--- src/rtl/ser_pkg.sv ---
// Shared definitions for the serial word link (transmitter and receiver).
package ser_pkg;

  localparam int SER_WIDTH = 16;

  typedef enum logic {
    IDLE  = 1'b0,
    SHIFT = 1'b1
  } ser_state_t;

endpackage

--- src/rtl/word_serializer_bit_counter.sv ---
// Bit position counter: clears on load, advances on increment, flags the last position.
module bit_counter #(
  parameter int COUNT = 16
) (
  input  logic i_clock,
  input  logic i_rst_n,
  input  logic i_clear,
  input  logic i_inc,
  output logic o_tc
);

  localparam int CW = (COUNT > 1) ? $clog2(COUNT) : 1;
  localparam logic [CW-1:0] LAST = CW'(COUNT - 1);

  logic [CW-1:0] r_count;

  always_ff @(posedge i_clock or negedge i_rst_n) begin
    if (!i_rst_n) begin
      r_count <= '0;
    end else if (i_clear) begin
      r_count <= '0;
    end else if (i_inc) begin
      r_count <= r_count + 1'b1;
    end
  end

  assign o_tc = (r_count == LAST);

endmodule

--- src/rtl/word_serializer.sv ---
// Parallel-to-serial transmitter: accepts a word on valid/ready and shifts it out
// one bit per clock, flagging the final bit; back-to-back words stream without gaps.
module word_serializer
  import ser_pkg::*;
#(
  parameter int WIDTH     = SER_WIDTH,
  parameter bit LSB_FIRST = 1'b1
) (
  input  logic             clock,
  input  logic             r_n,
  input  logic [WIDTH-1:0] in_data,
  input  logic             in_valid,
  output logic             in_ready,
  output logic             ser_out,
  output logic             ser_valid,
  output logic             ser_last,
  output logic             busy
);

  ser_state_t       r_state;
  ser_state_t       w_next;
  logic [WIDTH-1:0] r_shreg;
  logic             w_tc;
  logic             w_last;
  logic             w_accept;
  logic             w_clear;
  logic             w_inc;

  bit_counter #(
    .COUNT (WIDTH)
  ) u_bit_counter (
    .i_clock (clock),
    .i_rst_n (r_n),
    .i_clear (w_clear),
    .i_inc   (w_inc),
    .o_tc    (w_tc)
  );

  always_ff @(posedge clock or negedge r_n) begin
    if (!r_n) begin
      r_state <= IDLE;
    end else begin
      r_state <= w_next;
    end
  end

  // Ready is also offered on the final bit so the next word follows with no idle gap.
  always_comb begin
    w_next   = r_state;
    w_last   = (r_state == SHIFT) && w_tc;
    in_ready = r_n && ((r_state == IDLE) || w_last);
    w_accept = in_valid && in_ready;
    w_clear  = w_accept || w_last;
    w_inc    = (r_state == SHIFT);
    case (r_state)
      IDLE:    if (w_accept) w_next = SHIFT;
      SHIFT:   if (w_last && !w_accept) w_next = IDLE;
      default: w_next = IDLE;
    endcase
  end

  always_ff @(posedge clock or negedge r_n) begin
    if (!r_n) begin
      r_shreg <= '0;
    end else if (w_accept) begin
      r_shreg <= in_data;
    end else if (w_last) begin
      r_shreg <= '0;
    end else if (r_state == SHIFT) begin
      if (LSB_FIRST) r_shreg <= {1'b0, r_shreg[WIDTH-1:1]};
      else           r_shreg <= {r_shreg[WIDTH-2:0], 1'b0};
    end
  end

  assign ser_out   = LSB_FIRST ? r_shreg[0] : r_shreg[WIDTH-1];
  assign ser_valid = (r_state == SHIFT);
  assign busy      = (r_state == SHIFT);
  assign ser_last  = w_last;

endmodule
--- config.mk ---
export PLATFORM = sky130hd
export DESIGN_NAME = word_serializer
export DESIGN_NICKNAME = d
export VERILOG_FILES = /design/src/rtl/ser_pkg.sv /design/src/rtl/word_serializer_bit_counter.sv /design/src/rtl/word_serializer.sv
export SDC_FILE = /design/constraint.sdc
export NUM_CORES = 1
export LEC_CHECK = 0
export BUFFER_PORTS_ARGS = -buffer_cell sky130_fd_sc_hd__buf_2
export CORE_ASPECT_RATIO = 0.9
export CORE_MARGIN = 10
export CORE_UTILIZATION = 30
export DETAILED_ROUTE_END_ITERATION = 16
export PLACE_DENSITY = 0.56
export SETUP_SLACK_MARGIN = 0.2
export SYNTH_ARGS = -nofsm -noshare
export SYNTH_HDL_FRONTEND = slang
export SYNTH_HIERARCHICAL = 1
export SYNTH_SLANG_ARGS = --single-unit
--- constraint.sdc ---
create_clock -name clock -period 2.14 [get_ports clock]
set_input_delay 0.428 -clock clock [delete_from_list [all_inputs] [get_ports clock]]
set_output_delay 0.428 -clock clock [all_outputs]
set_load 0.05 [all_outputs]
## Word-level counts from Yosys, hierarchy flattened

Index checks and enable logic that the tools add are counted.

- Register bits after elaboration: 21
- Output and inout bits: 5
- Word-level logic and storage cells: 23

- $add $sub $neg: 1
- Equal/unequal tests: 1
- Mux-type cells: 8
- Bitwise logic cells: 1
- Reduce and logical (&&, ||, !) cells: 9

Operator list:

| cell | count |
|---|---|
| 16-bit two-way mux | 3 |
| 4-bit two-way mux | 2 |
| 4-bit by 1-bit adder with 4-bit output (second input constant) | 1 |
| 4-bit == test (second input constant) | 1 |
| 1-bit logical AND | 4 |
| 3-bit nonzero test | 1 |
| 1-bit logical OR | 2 |
| 1-bit two-way mux | 2 |
| 1-bit case mux with 2 select lines | 1 |
| 2-bit nonzero test | 1 |
| 1-bit zero test | 1 |
| 1-bit inverter | 1 |

## Longest topological paths before layout

- Depth in word-level cells: 9
- Mapped depth: 7
- Mapped depth without buffers: 6

## Modules after synthesis

The synthesis kept the hierarchy.

By module, submodules not included:

| module | times used | cells an instance | area an instance (µm²) | seq. area each (µm²) |
|---|---|---|---|---|
| word_serializer | 1 | 65 | 813.3 | 425.4 |
| bit_counter | 1 | 17 | 198.9 | 100.1 |

## Least setup slack after synthesis

OpenSTA, ideal clock, no wires.

- Path kind: reg2out
- Start: register r_state, in the netlist busy
- End: output port in_ready
- Data arrival time: 1.465 ns
- Data required time: 1.712 ns
- Path slack: 0.247 ns
- Cell stages (with the launch flop): 4
- Path buffers: 1
- Cells stage by stage: dfrtp_1 -> nand2b_2 -> buf_6 -> and2_2

- Cells in the longest elaborated chain, start to end: 3
- Elaborated cells between the ends (all ways): 4
- Those cells by class: bitwise (1); reduce/logical (3)

RTL lines:

| element | RTL line | RTL |
|---|---|---|
| start, declared | word_serializer.sv:20 | `ser_state_t r_state;` |
| start signal, assigned | word_serializer.sv:43 | `r_state <= w_next;` |
| 1-bit logical AND / 1-bit inverter (equally long branches) | -- |  |
| 1-bit logical OR * | word_serializer.sv:51 | `in_ready = r_n && ((r_state == IDLE) \|\| w_last);` |
| 1-bit logical AND * | word_serializer.sv:51 |  |
| end, declared | word_serializer.sv:13 | `output logic in_ready,` |

Mark *: on every way between the ends. The rest lies on a longest branch, timed or not.

## Final worst setup path

- Start: register u_bit_counter.r_count[0]
- End: output port in_ready

- Cells in the longest elaborated chain, start to end: 4

RTL lines:

| element | RTL line | RTL |
|---|---|---|
| start, declared | word_serializer_bit_counter.sv:15 | `logic [CW-1:0] r_count;` |
| start signal, assigned | word_serializer_bit_counter.sv:23 | `r_count <= r_count + 1'b1;` |
| 4-bit == test | word_serializer_bit_counter.sv:27 | `assign o_tc = (r_count == LAST);` |
| via w_tc | word_serializer.sv:23 | `logic w_tc;` |
| 1-bit logical AND | word_serializer.sv:50 | `w_last = (r_state == SHIFT) && w_tc;` |
| 1-bit logical OR | word_serializer.sv:51 |  |
| 1-bit logical AND | word_serializer.sv:51 |  |

The timed path passes the listed nets, and every way through them passes these cells.

==> flow_metrics.py <==
metrics = {
    "cts": {
        "clock-root-buffer": "clkbuf_8",
        "clockBufferDepth": 2,
        "clkTransAtPathRegs_ns": 0.08,
        "clock_sinks": 21,
        "htree_levels": 1,
        "insertion_delay_ns": 0.26,
        "numCtsBuffers": 3,
        "hold_buffers": 0,
        "cts_tree": "done",
    },
    "synthesis": {
        "syn_area_per_cell_um2": 12.34,
        "synth_top_area_cell": "dfrtp_1",
        "synthTopCellsByCount": "dfrtp_1 (21), a221o_1 (15), and3_1 (8), and3_2 (8)",
        "synthCells": 82,
        "synth_warnings": 6,
        "synth_fp_nets": 102,
        "synthDistinctLibCells": 27,
        "syn_area_um2": 1012,
        "synth.area.top_cells": "dfrtp_1 (52%), a221o_1 (15%), and3_2 (5.9%)",
        "yosysMostFrequentCell": "dfrtp_1",
        "async_flop_share": 1.000,
        "synth-seq-cells": 21,
        "synthFlopType": "dfrtp_1",
        "synth_edf_count": 0,
        "synth_top_area_frac": 0.5192,
        "ys_seq_area_frac": 0.5192,
    },
    "global_routing": {
        "grt_max_degree": 22,
        "grt_pass1_wl_mm": 4.015,
        "grt_pass1_vias": 827,
        "antenna_found_initial": 0,
        "grt_usage": 0.08379,
        "grt-ovfl-total": 0,
    },
    "sta": {
        "fin_crit_ns": 1.853,
        "max_slew.worst_pin.slew_ns": 0.6188,
        "fmax_mhz": 539.7,
        "hold_violations": 0,
        "rsz0062_at_grt": "no",
        "slew_headroom": 0.5856,
        "fin_tns_setup_ns": 0,
        "final-max-slew-violation-count": 0,
        "period_share": 0.8659,
        "clock_skew_ns": 0.006826,
        "setup_viol_count_final": 0,
    },
    "setup_path": {
        "required_ns": 1.71,
        "crit_path_max_fanout": 3,
        "cp-start-kind": "flip-flop",
        "arrival_ns": 1.42,
        "r2r_cells": 7,
        "critPathKind": "flip-flop to output port",
        "cp-end-kind": "output port",
    },
    "final_layout": {
        "num_antenna_cells": 0,
        "area_growth_syn_to_layout_pct": 24.97,
        "nNetsFinal": 132,
        "fillers": 320,
        "design_area_um2": 1265,
        "drive_above_1_share": 0.4955,
    },
    "placement": {
        "dp.final_hpwl_mm": 1.676,
        "placed_cell_area_um2": 1155,
        "io_buffers": 23,
        "place_congestion": 0.7067,
    },
    "power_and_ir_drop": {
        "p_leak_nw": 0.6624,
        "power.density_nw_per_um2": 1281,
        "vdd_drop_max_uv": 635.7,
    },
    "floorplan": {
        "rows": 19,
        "die_h_um": 75.11,
        "initial_core_util": 0.3226,
        "dieArea_um2": 6101,
        "die_w_um": 81.23,
        "ioPinCount": 24,
        "core_area_um2": 3138,
    },
    "detailed_routing": {
        "vias": 789,
        "drt-initial-drc-count": 43,
        "wire_per_inst_um": 16.07,
        "viasPerCell": 5.157,
        "routed_wl_mm": 2.459,
        "dr.pass1.iters": 5,
        "route.detailed.drc": 0,
        "ant_nets": 0,
    },
    "job": {
        "cap_violations": 0,
    },
    "hold_path": {
        "holdCritPathClass": "input port to async pin",
    },
    "status": {
        "status": "finished clean",
    },
}
placed cells by master, fill, tap and decap left out, types with 3 or more instances in the layout:
master     n
nor2_1     3
a221o_1   15
dfrtp_1   21
and3_1     7
buf_2     22
clkbuf_8   3
buf_4      9
and3_2     8
kinds of logic (layout without fill, tap and decap cells):
logic type,after synthesis,count (layout),synth area share
AOI/OAI and AO/OA,19,19,0.1792
xor gates and xnor gates,1,1,0.008654
adders and majority gates,1,1,0.01236
buffers and inverters,8,37,0.05809
DFF,21,21,0.5192
muxes,2,2,0.02472
and+or+nand+nor,30,30,0.1978
what timing repair did:
action	4_1_cts	5_1_grt
setup buffers	3	2
pin swaps	1	1
resized for setup	6	2
gates cloned	0	0
setup endpoints to repair	16	16
stage by stage:
step	utilization	std cells	hold slack, ns	total power [W]	setup WS, ns
finish	0.4031	153	0.1808	0.001620	0.2870
global route	0.4031	153	0.1969	0.001734	0.2343
CTS	0.3959	151	0.1833	0.001599	0.2385
detailed placement	0.3680	144	0.4662	0.001266	0.1600
global placement	0.3680	144	0.4563	0.001252	0.2033
floorplan	-	82	0.1324	0.001141	0.2465
worst max-delay path, cell delays in order (launching register included):
cell and delay, ns:
dfrtp_1 0.39, ha_2 0.19, and3_4 0.16, nand2b_4 0.13, and2_4 0.16, buf_8 0.14
cell type report:
| type | instances | area, um^2 | share of cell area |
|---|---|---|---|
| tap | 42 | 52.55 | 0.04154 |
| sequential | 21 | 525.5 | 0.4154 |
| inverter | 1 | 3.754 | 0.002967 |
| clock inverter | 1 | 5.005 | 0.003956 |
| multi-input combinational | 53 | 444.2 | 0.3511 |
| timing repair buffer | 32 | 192.7 | 0.1523 |
| clock buffer | 3 | 41.29 | 0.03264 |
state kept, by name, summed over array words and instances, names as in the netlist:
register and cells:
u_bit_counter/r_count 4, busy 1, r_shreg 16
power by group:
part	switching (W)	internal [W]	leakage, nW
logic	0.000389	0.000346	0.361
clock network	0.000131	0.000130	0.0255
registers	0.0000862	0.000539	0.275
metal layers:
layer | GRT usage | share of wire | up-vias
met5 | 0 | 0 | -
met4 | 0.02687 | 0.0065 | 0
met3 | 0.02976 | 0.051 | 2
met2 | 0.1299 | 0.47 | 18
met1 | 0.1066 | 0.47 | 399
li1 | - | - | 370
worst paths after layout:
path / from / endpoint / slack, ns
max: u_bit_counter/r_count[0] / in_ready / 0.29
min: r_n / r_shreg[10] / 0.18
max reg2reg: u_bit_counter/r_count[1] / u_bit_counter/r_count[3] / 0.48
min reg2reg: r_shreg[1] / r_shreg[0] / 0.51
max in group asynchronous: r_n / r_shreg[15] / 1.73
min in group clock: in_data[15] / r_shreg[15] / 0.40
(Power assumes the default switching activity.)
